<file path="src/rtl/intersection_pkg.sv">
// Shared types and defaults for the intersection conflict monitor.
package intersection_pkg;

    typedef enum logic [1:0] {
        STARTUP = 2'd0,
        MONITOR = 2'd1,
        FAULT   = 2'd2
    } state_e;

    typedef enum logic [1:0] {
        FK_NONE  = 2'd0,
        FK_SIMUL = 2'd1,
        FK_CLEAR = 2'd2
    } fault_kind_e;

    localparam int CH_PED  = 0;
    localparam int CH_UP   = 1;
    localparam int CH_DOWN = 2;
    localparam int CH_TURN = 3;

    // ped-up, ped-down and turn-down conflict in the default channel map
    localparam logic [15:0] DEFAULT_CONFLICT = 16'h4916;

endpackage

</file>
<file path="src/rtl/intersection_monitor_clear_timer.sv">
// Per-channel all-red timer: counts cycles since the channel's gated green
// was last high, saturating at CLEAR_CYCLES.
module clear_timer
    import intersection_pkg::*;
#(
    parameter int CLEAR_CYCLES = 4,
    parameter int TW           = $clog2(CLEAR_CYCLES + 1)
) (
    input  logic          clock,
    input  logic          reset,
    input  logic          green,
    output logic [TW-1:0] count,
    output logic          cleared
);

    logic [TW-1:0] count_q;
    logic [TW-1:0] count_d;

    always_comb begin
        count_d = count_q;
        if (green) begin
            count_d = '0;
        end else if (count_q != TW'(CLEAR_CYCLES)) begin
            count_d = count_q + 1'b1;
        end
    end

    always_ff @(posedge clock) begin
        if (reset) begin
            count_q <= '0;
        end else begin
            count_q <= count_d;
        end
    end

    assign count   = count_q;
    assign cleared = (count_q == TW'(CLEAR_CYCLES));

endmodule

</file>
<file path="src/rtl/intersection_monitor.sv">
// Green gate between the light sequencer and lamp drivers: blocks conflicting
// greens, enforces all-red clearance and latches the first offending pair.
module intersection_monitor
    import intersection_pkg::*;
#(
    parameter int                   N_CH         = 4,
    parameter logic [N_CH*N_CH-1:0] CONFLICT     = DEFAULT_CONFLICT,
    parameter int                   CLEAR_CYCLES = 4,
    localparam int                  IDX_W        = $clog2(N_CH)
) (
    input  logic             clock,
    input  logic             reset,
    input  logic [N_CH-1:0]  green_in,
    input  logic             fault_clear,
    output logic [N_CH-1:0]  green_out,
    output logic             fault,
    output logic [1:0]       fault_kind,
    output logic [IDX_W-1:0] fault_a,
    output logic [IDX_W-1:0] fault_b,
    output logic [7:0]       fault_count,
    output logic [1:0]       dbg_state
);

    localparam int TW = $clog2(CLEAR_CYCLES + 1);

    function automatic bit conflict_ok();
        bit ok;
        ok = 1'b1;
        for (int i = 0; i < N_CH; i++) begin
            if (CONFLICT[i*N_CH+i]) ok = 1'b0;
            for (int j = 0; j < N_CH; j++) begin
                if (CONFLICT[i*N_CH+j] != CONFLICT[j*N_CH+i]) ok = 1'b0;
            end
        end
        return ok;
    endfunction

    if (!conflict_ok()) begin : g_bad_conflict
        $fatal(1, "intersection_monitor: CONFLICT must be symmetric with zero diagonal");
    end
    if (CLEAR_CYCLES < 1) begin : g_bad_clear
        $fatal(1, "intersection_monitor: CLEAR_CYCLES must be >= 1");
    end

    state_e           state_q,       state_d;
    logic [N_CH-1:0]  green_out_q,   green_out_d;
    logic             fault_q,       fault_d;
    fault_kind_e      fault_kind_q,  fault_kind_d;
    logic [IDX_W-1:0] fault_a_q,     fault_a_d;
    logic [IDX_W-1:0] fault_b_q,     fault_b_d;
    logic [7:0]       fault_count_q, fault_count_d;

    logic [TW-1:0]    timer_count [N_CH];
    logic [N_CH-1:0]  timer_cleared;

    for (genvar i = 0; i < N_CH; i++) begin : g_timer
        clear_timer #(
            .CLEAR_CYCLES (CLEAR_CYCLES),
            .TW           (TW)
        ) u_timer (
            .clock   (clock),
            .reset   (reset),
            .green   (green_out_q[i]),
            .count   (timer_count[i]),
            .cleared (timer_cleared[i])
        );
    end

    logic [N_CH-1:0]  rise;
    logic [N_CH-1:0]  busy;
    logic             sim_hit,  clr_hit;
    logic [IDX_W-1:0] sim_a, sim_b, clr_a, clr_b;

    // Ascending pair scan: the first hit of each kind is the lowest (a,b).
    always_comb begin
        rise    = green_in & ~green_out_q;
        busy    = '0;
        sim_hit = 1'b0;
        clr_hit = 1'b0;
        sim_a   = '0;
        sim_b   = '0;
        clr_a   = '0;
        clr_b   = '0;
        for (int i = 0; i < N_CH; i++) begin
            busy[i] = green_out_q[i] | (timer_count[i] < TW'(CLEAR_CYCLES));
        end
        for (int a = 0; a < N_CH; a++) begin
            for (int b = a + 1; b < N_CH; b++) begin
                if (!sim_hit && CONFLICT[a*N_CH+b] && green_in[a] && green_in[b]) begin
                    sim_hit = 1'b1;
                    sim_a   = IDX_W'(a);
                    sim_b   = IDX_W'(b);
                end
                if (!clr_hit && CONFLICT[a*N_CH+b] &&
                    ((rise[b] && busy[a]) || (rise[a] && busy[b]))) begin
                    clr_hit = 1'b1;
                    clr_a   = IDX_W'(a);
                    clr_b   = IDX_W'(b);
                end
            end
        end
    end

    always_comb begin
        state_d       = state_q;
        green_out_d   = '0;
        fault_d       = fault_q;
        fault_kind_d  = fault_kind_q;
        fault_a_d     = fault_a_q;
        fault_b_d     = fault_b_q;
        fault_count_d = fault_count_q;
        unique case (state_q)
            STARTUP: begin
                if (&timer_cleared) state_d = MONITOR;
            end
            MONITOR: begin
                if (sim_hit || clr_hit) begin
                    state_d      = FAULT;
                    fault_d      = 1'b1;
                    fault_kind_d = sim_hit ? FK_SIMUL : FK_CLEAR;
                    fault_a_d    = sim_hit ? sim_a : clr_a;
                    fault_b_d    = sim_hit ? sim_b : clr_b;
                    if (fault_count_q != 8'hFF) fault_count_d = fault_count_q + 8'd1;
                end else begin
                    green_out_d = green_in;
                end
            end
            FAULT: begin
                // Leaving FAULT requires the sequencer to be dark as well.
                if (fault_clear && (green_in == '0)) begin
                    state_d      = STARTUP;
                    fault_d      = 1'b0;
                    fault_kind_d = FK_NONE;
                    fault_a_d    = '0;
                    fault_b_d    = '0;
                end
            end
            default: state_d = STARTUP;
        endcase
    end

    always_ff @(posedge clock) begin
        if (reset) begin
            state_q       <= STARTUP;
            green_out_q   <= '0;
            fault_q       <= 1'b0;
            fault_kind_q  <= FK_NONE;
            fault_a_q     <= '0;
            fault_b_q     <= '0;
            fault_count_q <= '0;
        end else begin
            state_q       <= state_d;
            green_out_q   <= green_out_d;
            fault_q       <= fault_d;
            fault_kind_q  <= fault_kind_d;
            fault_a_q     <= fault_a_d;
            fault_b_q     <= fault_b_d;
            fault_count_q <= fault_count_d;
        end
    end

    assign green_out   = green_out_q;
    assign fault       = fault_q;
    assign fault_kind  = fault_kind_q;
    assign fault_a     = fault_a_q;
    assign fault_b     = fault_b_q;
    assign fault_count = fault_count_q;
    assign dbg_state   = state_q;

endmodule

</file>
<file path="config.mk">
export PLATFORM = sky130hd
export DESIGN_NAME = intersection_monitor
export DESIGN_NICKNAME = d
export VERILOG_FILES = /design/src/rtl/intersection_pkg.sv /design/src/rtl/intersection_monitor_clear_timer.sv /design/src/rtl/intersection_monitor.sv
export SDC_FILE = /design/constraint.sdc
export NUM_CORES = 1
export LEC_CHECK = 0
export BUFFER_PORTS_ARGS = -buffer_cell sky130_fd_sc_hd__buf_2
export CORE_UTILIZATION = 45
export CTS_BUF_LIST = sky130_fd_sc_hd__clkbuf_4
export CTS_CLUSTER_DIAMETER = 60
export CTS_CLUSTER_SIZE = 16
export DETAILED_ROUTE_END_ITERATION = 8
export PLACE_DENSITY = 0.66
export SYNTH_ARGS = -nofsm -noshare
export SYNTH_HDL_FRONTEND = slang
export SYNTH_SLANG_ARGS = --single-unit
</file>
<file path="constraint.sdc">
create_clock -name clock -period 2 [get_ports clock]
set_input_delay 0.6 -clock clock [delete_from_list [all_inputs] [get_ports clock]]
set_output_delay 0.6 -clock clock [all_outputs]
set_load 0.01 [all_outputs]
</file>
==> results.md <==
* Outcome: completed
* Tcrit/Tclk final at 0.902
* Cell taking the most area after synthesis: dfxtp_1
* Ports at 28
* Final #Nets at 234
* Die X at 62.6 µm
* # hold bufs at CTS at 0
* Number of synthesized flops with an enable pin at 0
* Routed WL at 3.66 mm
* Largest family of logic cells by synthesized area: simple AND/OR/NAND/NOR gates
* Most frequent cell after synthesis: dfxtp_1
* Starting DRT DRC Count at 61
* Max FO, Critical Path at 8
* Antenna Nets Post-Route at 0
* Tmin final at 1.80 ns
* Clk sinks at 32
* Ys flop type: dfxtp_1
* Final Hold Vio Count at 0
* Post-Synthesis Cell Area at 1650 µm²
* Area Overhead vs Synth at 18.2%
* Root Driver: clkbuf_4
* Worst Path Arrival at 2.07 ns
* Drt drc at 0
* Initial antenna violation count at 0
* FF-to-FF End: fault_count[5]$_SDFFE_PP0P_
* Crit end category: flip-flop
* Die Span Y at 62.6 µm
* R2R setup slack at 0.20 ns
* All-Layer GR Usage at 0.204
* Synth cell count leaders: dfxtp_1, nor3_1, nand2_1, inv_1, ha_1
* N_diodes at 0
* Worst R2R Start: green_out[2]$_SDFF_PP0_
* Mean Syn Cell Area at 9.24 µm²
* Min-delay src: fault_b[1]$_SDFFE_PP0P_
* FFs w/ async S/R, synth at 0
* Final count of pins violating max slew at 0
* DR WL/cell at 13.8 µm
* H-Tree Depth at 2
* Design Area, Final at 1950 µm²
* Worst Skew at 0.0123 ns
* Ys Warns at 0
* Post-synthesis cell count at 179
* Final HPWL DP at 2.71 mm
* Setup Buffers After CTS at 0
* Startpoint types: flip-flop
* Worst IR Drop VDD at 0.000318 V
* Hold Path Stages at 1
* Clk buf depth at 2
* Largest net degree at the start of global routing at 21
* Setup TNS at 0 ns
* Area fraction in compound gates after synthesis at 0.185
* Die footprint at 3920 µm²
* Hold WC Path Type: reg -> reg
* Drt pass-1 iters at 4
* Share of cells above drive strength 1 at 0.265
* Clk_lat worst skew at 0.34 ns
* Library cells used by synthesis at 46
* GRT overflow at 0
* Fmax at 0.554 GHz
* Post-Synth Adder-Cell Area at 0.0681
* Sequential-to-total area share from yosys stat at 0.387
* P_leak at 0.825 nW
* Worst-path clk slew at 0.10 ns
* Num rows at 21
* First-pass GRT wire length at 6.27 mm
* RSZ-0062 raised after global routing: false
* Worst R2R Path Depth at 5
* WHS Endpoint: fault_b[1]$_SDFFE_PP0P_
* Yosys top cell area share at 0.387
* Mux share of post-synthesis cell area at 0.0371
* Core footprint at 3420 µm²
* Crit Path Category: reg -> reg
* Flops & latches, synth at 32
* Post-cts resize count at 0
* DR vias at 1489
* Ranking of synthesized cells by area: dfxtp_1, ha_1, nor3_1
* Initial Util at 0.484
* Drt via density at 5.62
* Simple-Gate Fraction of Synth Area at 0.238
* Post-synthesis xor/xnor area fraction at 0.0212
* # port buffers at 26
* Placer Congestion at 0.818
* CTS tree: yes
* Syn Nets at 195
* Vias in the first global route at 1480
* Max Cap Viol at 0
* Final setup vio count at 0
* Num CTS Buffers at 5
* PD cells at 653 nW/µm²
* CP required at 2.27 ns
* Dpl cell area at 1900 µm²
## area by class of cell
class | count | area, µm²
flip-flops and latches | 32 | 641
repair buffers | 41 | 243
multi-input cells | 126 | 912
fillers | 316 | 1460
clock buffers | 7 | 52.6
inverters | 12 | 45.0
well taps | 46 | 57.6
clock inverters | 1 | 3.75
## layout by cell type, fill, tap and decap left out, types with 3 or more instances in the layout
master	count
and2_1	4
nand4_1	4
clkbuf_4	7
dfxtp_1	32
inv_1	12
nand2b_1	5
o21ai_0	8
nor3_1	15
nand3b_1	5
buf_4	15
nand3_1	3
mux2i_1	5
nand2_1	14
a21oi_1	8
xnor2_1	4
ha_1	9
nor2_1	4
buf_2	26
nor4_1	4
## how the worst max path moves through the flow
| stage | from | end | slack, ns | cells after the start |
|---|---|---|---|---|
| final | green_out[2]$_SDFF_PP0_ | fault_count[5]$_SDFFE_PP0P_ | 0.20 | 5 |
| after global routing | green_out[2]$_SDFF_PP0_ | fault_count[5]$_SDFFE_PP0P_ | 0.09 | 5 |
| after CTS | green_out[2]$_SDFF_PP0_ | fault_count[5]$_SDFFE_PP0P_ | 0.21 | 5 |
| after detailed placement | green_in[2] | fault_count[7]$_SDFFE_PP0P_ | -0.05 | 6 |
| after global placement | green_in[2] | fault_count[0]$_SDFFE_PP0P_ | -0.004 | 6 |
| after floorplan | green_in[2] | fault_count[0]$_SDFFE_PP0P_ | 0.15 | 5 |
## critical path: stages (launching register included)
cell      delay, ns
dfxtp_1        0.44
nand2b_4       0.20
a32oi_4        0.12
a41o_4         0.33
or4_1          0.50
a21oi_1        0.16
## where the power goes
part / switching (W) / internal (W) / leakage, nW
Combinational: 0.0000995 / 0.0000949 / 0.531
Sequential: 0.0000349 / 0.000669 / 0.260
Clock: 0.000216 / 0.000162 / 0.0338
Total: 0.000351 / 0.000926 / 0.825
## flip-flops by register name, summed over array words and instances, names as in the netlist
register,cells
fault_kind,2
g_timer.u_timer.count,12
fault_b,2
fault,1
fault_count,8
green_out,4
fault_a,1
dbg_state,2
## routing by layer
| metal | up-vias | wire (µm) | global-route usage |
|---|---|---|---|
| met5 | - | 0 | 0 |
| met2 | 45 | 1770 | 0.353 |
| met4 | 0 | 72 | 0.0930 |
| met3 | 6 | 180 | 0.0639 |
| met1 | 713 | 1640 | 0.225 |
| li1 | 725 | - | - |
## cells by family after synthesis
kind of cell	after synthesis
buffers and inverters	21
AO/OA/AOI/OAI	37
adder cells (fa/ha/maj)	9
multiplexers	6
AND/OR/NAND/NOR	69
flip-flops	32
other	1
XOR/XNOR	4
## stage by stage
step                worst slack [ns]  cells  utilization  power [W]  hold WS [ns]
floorplan                      0.148    179            -   0.000849         0.473
global placement            -0.00396    257        0.556   0.000892         0.448
detailed placement           -0.0455    257        0.556   0.000911         0.456
CTS                            0.209    265        0.572    0.00129         0.480
global route                  0.0887    265        0.572    0.00134         0.491
finish                         0.196    265        0.572    0.00128         0.476
Note: power is estimated with default switching activity, not from simulation.
